`config.mk`:
```
export PLATFORM = sky130hd
export DESIGN_NAME = gmii_frame_relay
export DESIGN_NICKNAME = d
export VERILOG_FILES = /design/src/rtl/gmii_frame_relay.sv
export SDC_FILE = /design/constraint.sdc
export NUM_CORES = 1
export LEC_CHECK = 0
export BUFFER_PORTS_ARGS = -buffer_cell sky130_fd_sc_hd__buf_4
export CAP_MARGIN = 20
export CORE_ASPECT_RATIO = 0.6
export CORE_MARGIN = 2
export CORE_UTILIZATION = 60
export DETAILED_ROUTE_END_ITERATION = 10
export PLACE_DENSITY_LB_ADDON = 0.12
export SLEW_MARGIN = 20
export SYNTH_ARGS = -nofsm -noshare
export SYNTH_HDL_FRONTEND = slang
export SYNTH_SLANG_ARGS = --single-unit
```
`constraint.sdc`:
```
create_clock -name clk_125 -period 5.9 [get_ports clk_125]
set_input_delay 0.59 -clock clk_125 [delete_from_list [all_inputs] [get_ports clk_125]]
set_output_delay 0.59 -clock clk_125 [all_outputs]
set_load 0.01 [all_outputs]
```
`src/rtl/gmii_frame_relay.sv`:
```
// GMII relay stage: fixed-latency rx->tx passthrough, plus burst parsing with a
// framed tap stream and saturating frame/error statistics.
module gmii_frame_relay #(
  parameter int unsigned DELAY   = 4,
  parameter int unsigned MIN_LEN = 64,
  parameter int unsigned MAX_LEN = 1522
) (
  input  logic        clk_125,
  input  logic        reset,
  input  logic [7:0]  rx_d,
  input  logic        rx_dv,
  input  logic        rx_er,
  output logic [7:0]  tx_d,
  output logic        tx_en,
  output logic        tx_er,
  output logic [7:0]  tap_data,
  output logic        tap_valid,
  output logic        tap_sof,
  output logic        tap_eof,
  output logic        tap_err,
  input  logic        clear_stats,
  output logic [15:0] frame_count,
  output logic [15:0] error_count,
  output logic [10:0] last_len
);

  typedef enum logic [1:0] {S_IDLE, S_PRE, S_DATA, S_BAD} state_e;

  localparam logic [7:0]  PRE_BYTE = 8'h55;
  localparam logic [7:0]  SFD_BYTE = 8'hD5;
  localparam logic [10:0] MIN_L    = 11'(MIN_LEN);
  localparam logic [10:0] MAX_L    = 11'(MAX_LEN);

  logic [DELAY-1:0][9:0] dly_q;

  state_e      state_q, state_d;
  logic        dv_q;
  logic [2:0]  pre_cnt_q, pre_cnt_d;
  logic [10:0] len_q;
  logic        err_q;
  logic [7:0]  stage_q;
  logic        stage_v_q, stage_sof_q;
  logic [7:0]  tap_data_q;
  logic        tap_valid_q, tap_sof_q, tap_eof_q, tap_err_q;
  logic [15:0] frame_count_q, error_count_q;
  logic [10:0] last_len_q;

  logic        rise, pre_abort, enter_bad, frame_end, frame_bad, err_inc;
  logic [10:0] len_nxt;

  always_ff @(posedge clk_125) begin
    if (reset) begin
      dly_q <= '0;
    end else begin
      dly_q <= {dly_q[DELAY-2:0], {rx_d, rx_dv, rx_er}};
    end
  end

  assign {tx_d, tx_en, tx_er} = dly_q[DELAY-1];

  assign rise = rx_dv && !dv_q;

  always_comb begin
    state_d   = state_q;
    pre_cnt_d = pre_cnt_q;
    pre_abort = 1'b0;
    case (state_q)
      S_IDLE: begin
        if (rise) begin
          if (rx_d == PRE_BYTE) begin
            state_d   = S_PRE;
            pre_cnt_d = 3'd1;
          end else if (rx_d == SFD_BYTE) begin
            state_d = S_DATA;
          end else begin
            state_d = S_BAD;
          end
        end
      end
      S_PRE: begin
        if (!rx_dv) begin
          state_d   = S_IDLE;
          pre_abort = 1'b1;
        end else if (rx_er) begin
          state_d = S_BAD;
        end else if (rx_d == PRE_BYTE) begin
          if (pre_cnt_q == 3'd7) state_d = S_BAD;
          else                   pre_cnt_d = pre_cnt_q + 3'd1;
        end else if (rx_d == SFD_BYTE) begin
          state_d = S_DATA;
        end else begin
          state_d = S_BAD;
        end
      end
      S_DATA:  if (!rx_dv) state_d = S_IDLE;
      S_BAD:   if (!rx_dv) state_d = S_IDLE;
      default: state_d = S_IDLE;
    endcase
  end

  assign enter_bad = (state_d == S_BAD) && (state_q != S_BAD);
  assign frame_end = (state_q == S_DATA) && !rx_dv;
  assign frame_bad = err_q || (len_q < MIN_L) || (len_q > MAX_L);
  assign err_inc   = enter_bad || pre_abort || (frame_end && frame_bad);
  assign len_nxt   = (len_q == '1) ? len_q : len_q + 11'd1;

  always_ff @(posedge clk_125) begin
    if (reset) begin
      state_q       <= S_IDLE;
      dv_q          <= 1'b1;
      pre_cnt_q     <= '0;
      len_q         <= '0;
      err_q         <= 1'b0;
      stage_q       <= '0;
      stage_v_q     <= 1'b0;
      stage_sof_q   <= 1'b0;
      tap_data_q    <= '0;
      tap_valid_q   <= 1'b0;
      tap_sof_q     <= 1'b0;
      tap_eof_q     <= 1'b0;
      tap_err_q     <= 1'b0;
      frame_count_q <= '0;
      error_count_q <= '0;
      last_len_q    <= '0;
    end else begin
      state_q   <= state_d;
      dv_q      <= rx_dv;
      pre_cnt_q <= pre_cnt_d;

      if (state_q != S_DATA && state_d == S_DATA) begin
        len_q <= '0;
        err_q <= 1'b0;
      end else if (state_q == S_DATA && rx_dv) begin
        len_q <= len_nxt;
        err_q <= err_q || rx_er;
      end

      // One-byte staging so the final byte can be tagged once rx_dv falls.
      if (state_q == S_DATA && rx_dv) begin
        stage_q     <= rx_d;
        stage_sof_q <= (len_q == '0);
        stage_v_q   <= 1'b1;
      end else begin
        stage_v_q   <= 1'b0;
      end

      tap_data_q  <= stage_q;
      tap_valid_q <= stage_v_q;
      tap_sof_q   <= stage_v_q && stage_sof_q;
      tap_eof_q   <= frame_end && stage_v_q;
      tap_err_q   <= frame_end && stage_v_q && frame_bad;

      if (frame_end) last_len_q <= len_q;

      if (clear_stats) begin
        frame_count_q <= '0;
      end else if (frame_end && frame_count_q != '1) begin
        frame_count_q <= frame_count_q + 16'd1;
      end

      if (clear_stats) begin
        error_count_q <= '0;
      end else if (err_inc && error_count_q != '1) begin
        error_count_q <= error_count_q + 16'd1;
      end
    end
  end

  assign tap_data    = tap_data_q;
  assign tap_valid   = tap_valid_q;
  assign tap_sof     = tap_sof_q;
  assign tap_eof     = tap_eof_q;
  assign tap_err     = tap_err_q;
  assign frame_count = frame_count_q;
  assign error_count = error_count_q;
  assign last_len    = last_len_q;

endmodule

```
# Word level (Yosys, flattened, before mapping)
# Index checks and enable logic that the tools add are counted.
[word_totals]
regBits = 123
in_bits = 13
out_inout_bits = 65
[classes]
addsub = 4
n_lt_le_gt_ge = 2
eq_ne = 19
muxes = 19
bitwise_logic = 1
n_reduce_logical = 26
[op_table]
columns = ["op", "n"]
rows = [
  ["16-bit by 1-bit adder with 16-bit output (second input constant)", 2],
  ["16-bit != test (second input constant)", 2],
  ["3-bit 2-to-1 mux", 6],
  ["2-bit != test (second input constant)", 8],
  ["2-bit 2-to-1 mux", 7],
  ["11-bit by 1-bit adder with 11-bit output (second input constant)", 1],
  ["11-bit == test (second input constant)", 1],
  ["11-bit > comparator (second input constant)", 1],
  ["1-bit logical AND", 11],
  ["11-bit logical NOT", 1],
  ["11-bit by 7-bit less-than comparator with 1-bit output (second input constant)", 1],
  ["2-bit == test (second input constant)", 4],
  ["8-bit by 7-bit == test with 1-bit output (second input constant)", 1],
  ["8-bit == test (second input constant)", 1],
  ["7-bit AND reduction", 1],
  ["2-bit one-hot mux with 3 select lines", 1],
  ["3-bit one-hot mux with 2 select lines", 1],
  ["2-bit OR reduction", 3],
  ["1-bit logical OR", 5],
  ["1-bit 2-to-1 mux", 4],
  ["3-bit by 1-bit adder with 3-bit output (second input constant)", 1],
  ["3-bit == test (second input constant)", 1],
  ["2-bit by 1-bit == test with 1-bit output (second input constant)", 1],
  ["1-bit logical NOT", 2],
  ["other kinds (4)", 4],
]

# Depth between registers and ports, before layout
[depth]
depth_word = 11
mapped_depth = 9
ltp_nobuf = 8

# Least setup slack after synthesis
# OpenSTA, ideal clock, no wires.
[synth_path]
path_type = "flip-flop to flip-flop"
startpoint = "reg pre_cnt_q[0]"
endpoint = "reg error_count_q[4] (netlist: error_count[4])"
setup_ns = 0.121
arrival_time_ns = 1.967
required_ns = 5.779
setup_slack_ns = 3.812
path_stages_with_launch = 9
path_buffers = 0
synth_period_minus_slack_ns = 2.088
path_cell_list = "dfxtp_1 > ha_1 > ha_1 > o21ai_0 > or2b_2 > o2111ai_1 > a21oi_2 > nand4_1 > mux2_2"
[synth_via]
elab_chain_cells = 11
[synth_lines]
columns = ["element", "line_no", "source"]
rows = [
  ["from (decl)", "38", "logic [2:0] pre_cnt_q, pre_cnt_d;"],
  ["from (signal assigned)", "128", "pre_cnt_q <= pre_cnt_d;"],
  ["3-bit == test", "87", "if (pre_cnt_q == 3'd7) state_d = S_BAD;"],
  ["2-bit 2-to-1 mux", "87", ""],
  ["2-bit 2-to-1 mux", "86", "end else if (rx_d == PRE_BYTE) begin"],
  ["2-bit 2-to-1 mux", "84", "end else if (rx_er) begin"],
  ["2-bit 2-to-1 mux", "81", "if (!rx_dv) begin"],
  ["2-bit one-hot mux with 3 select lines", "67", "case (state_q)"],
  ["2-bit == test", "101", "assign enter_bad = (state_d == S_BAD) && (state_q != S_BAD);"],
  ["1-bit logical AND", "101", ""],
  ["1-bit logical OR (2 in a row)", "104", "assign err_inc = enter_bad || pre_abort || (frame_end && frame_bad);"],
  ["1-bit logical AND", "163", "end else if (err_inc && error_count_q != '1) begin"],
  ["to (signal assigned)", "164", "error_count_q <= error_count_q + 16'd1;"],
  ["to (decl)", "45", "logic [15:0] frame_count_q, error_count_q;"],
]
# Every way passes these cells.
# A chain may end at the register's enable or synchronous reset.

# Worst setup path after layout
# Same ends and word-level chain as after synthesis.

==> results.cfg <==
[status]
outcome = complete, no violations

[power]
clock_power_share = 0.524
power_density_nw_per_um2 = 330
seq_power_share = 0.445
ir_worst_vdd_mv = 0.215
internal_power_mw = 1.51
combPwrFrac = 0.030
power_switching_uw = 399
netSwitchingFraction = 0.209
power.total_mw = 1.91
leakagePower_nw = 2.36

[place]
numPortBuffers = 77
place_hpwl_mm = 6.38
gp_congestion = 0.883
post-place-ws_ns = 3.22

[die]
initial_core_util = 0.630
coreArea_um2 = 7390
die_w_um = 118
ios = 78
die_h_um = 72.2
dieArea_um2 = 8490
num_rows = 24

[synth]
syn_avg_cell_area_um2 = 9.19
synth_most_common_cell = dfxtp_1
async_reset_ff_frac = 0
synth_seq_cells = 123
ys_seq_area_frac = 0.529
synth_area_leaders = dfxtp_1 53%, nor2b_1 6.6%, nand2_1 5.1%
ys_top_cells_by_count = 123 x dfxtp_1, 63 x nand2_1, 51 x nor2_1
yosysTopAreaCellShare = 0.529
synth_cell_type_count = 52
synth_area_um2 = 4650
ys.flop_type = dfxtp_1
postSynthCellCount = 506
syn_nets = 525
synth_edf_count = 0
yosysWarnings = 0
synth_largest_area_cell = dfxtp_1

[routing]
vias = 3713
drtPass1Iterations = 5
first_iter_violations = 274
postRouteAntennaNets = 0
drc_errors = 0
totalWireLength_mm = 9.64
via_per_inst = 5.37
post_drt_wl_per_cell_um = 14.0

[final_layout]
nNetsFinal = 593
fillers = 527
area_growth_pct = 24.3
multi_input_area_um2 = 1990
antennaDiodeCount = 0
final-seq-area_um2 = 2460
layout-drive-gt1-share = 0.211

[critical_path]
slowest_delay_ns = 0.42
startpoint_type = flop
r2r-end = error_count[4]$_SDFFE_PP0P_
reg2reg_depth = 8
critPathKind = flop to flop
cp_slowest_cell = o2111ai_1
cp_max_fo = 14
r2r_slack_ns = 3.42
cpMostUsedCell = ha_1
cp-end-kind = flop
crit_chain = ha_1 > ha_1 > o21ai_0 > or2b_2 > o2111ai_1 > a21oi_2 > nand4_1 > mux2_2
cp.required_ns = 6.19
cp.arrival_ns = 2.77
r2r-start = pre_cnt_q[0]$_SDFFE_PP0P_

[cts]
cts.repair.resized = 0
path_clk_slew_ns = 0.05
cts_tree = done
clk_latency_ns = 0.41
cts-root-buf = clkbuf_16
clock_path_buffers = 2
postCtsSetupBuffers = 0
numCtsBuffers = 17
cts.hold.buffers_added = 0
htreeDepth = 4
clock_sinks = 123

[global_route]
antenna_found_initial = 0
grt_max_degree = 82
globalRouteTotalUtil = 0.236
grt_pass1_wl_mm = 15.9
grt_pass1_vias = 3415
grt_overflow_total = 0

[timing]
fin_skew_ns = 0.00781
setup_viol_count_final = 0
fin_crit_ns = 2.48
max_freq_ghz = 0.403
maxSlewViolCount = 0
rsz0062_at_grt = no
relSlewSlack = 0.380
tightest_slew_ns = 0.927
fin_crit_sh = 0.421
setup-tns-final_ns = 0
finalHoldViolCount = 0
fin_ws_ns = 3.42

[run]
maxCapViolations = 0

[min_path]
min_from = dly_q[9]$_SDFF_PP0_
hold_class = flop to flop
holdPathEnd = dly_q[19]$_SDFF_PP0_
hold_depth = 1
## metal layers
| metal | vias up | routed length, µm | track usage |
|---|---|---|---|
| met3 | 9 | 575 | 0.0786 |
| met1 | 1755 | 4580 | 0.305 |
| met2 | 112 | 4410 | 0.379 |
| met5 | - | 0 | 0 |
| li1 | 1837 | - | - |
| met4 | 0 | 82 | 0.0763 |
## logic make-up (layout without fill, tap and decap cells)
family	Yosys count	after routing	synth area share
compound gates	70	70	0.0893
xor+xnor	22	22	0.0414
buf+inv	38	119	0.0428
fa+ha+maj	6	6	0.0161
flops	123	123	0.529
simple gates	243	243	0.272
mux	4	4	0.00888
## critical path: cells and delay by family, from the launching register on
kind | cells | cell delay, ns
muxes | 1 | 0.34
DFF | 1 | 0.32
adders and majority gates | 2 | 0.37
and+or+nand+nor | 2 | 0.50
AOI/OAI and AO/OA | 3 | 0.85
## flip-flops by register name, indices dropped and copies added, names as in the netlist, 8 cells and up
register / count
dly_q: 30
error_count: 16
stage_q: 8
last_len: 11
tx_d: 8
frame_count: 16
len_q: 11
tap_data: 8
## placed cells by master (no fill, tap or decap), types with 4 or more instances in the layout
master      count
dfxtp_1       123
buf_4          77
nand2_1        63
nor2_1         51
nor2b_1        49
a21oi_1        35
clkbuf_16      17
o21ai_0        13
xnor2_1        13
nand3_1        12
or3_1          11
inv_1          10
nand4_1         9
xor2_1          9
nor3_1          7
and3_1          7
and3_2          7
ha_1            6
and4_1          5
a31oi_1         5
and2_1          4
clkinvlp_4      4
## power groups by stage
| stage | Sequential (mW) | Combinational (mW) | Clock [mW] |
|---|---|---|---|
| after floorplan | 0.866 | 0.0405 | 0 |
| after global placement | 0.866 | 0.0555 | 0 |
| after detailed placement | 0.867 | 0.0572 | 0 |
| after CTS | 0.849 | 0.0576 | 1.01 |
| after global routing | 0.850 | 0.0636 | 1.06 |
| final | 0.850 | 0.0582 | 1.00 |
## worst max path at each step
stage | from | to | depth (start not counted)
detailed placement | rx_d[3] | error_count[4]$_SDFFE_PP0P_ | 7
global placement | rx_d[3] | error_count[4]$_SDFFE_PP0P_ | 7
finish | pre_cnt_q[0]$_SDFFE_PP0P_ | error_count[4]$_SDFFE_PP0P_ | 8
global route | pre_cnt_q[0]$_SDFFE_PP0P_ | error_count[4]$_SDFFE_PP0P_ | 8
floorplan | pre_cnt_q[0]$_SDFFE_PP0P_ | error_count[4]$_SDFFE_PP0P_ | 8
CTS | pre_cnt_q[0]$_SDFFE_PP0P_ | error_count[4]$_SDFFE_PP0P_ | 8
## through the flow
stage	hold slack (ns)	instance area, µm²	utilization	instances
3_5_place_dp	0.422	5200	0.704	659
2_1_floorplan	0.414	4650	-	506
5_1_grt	0.427	5780	0.782	691
6_report	0.430	5780	0.782	691
3_3_place_gp	0.416	5200	0.704	659
4_1_cts	0.417	5780	0.782	691
## area by class of cell
class | count | share of cell area
Clock buffer | 22 | 0.0803
Clock inverter | 10 | 0.0204
Inverter | 10 | 0.00649
Multi-Input combinational cell | 345 | 0.344
Sequential cell | 123 | 0.426
Tap cell | 104 | 0.0225
Timing Repair Buffer | 77 | 0.100
Note: power is estimated with default switching activity, not from simulation.
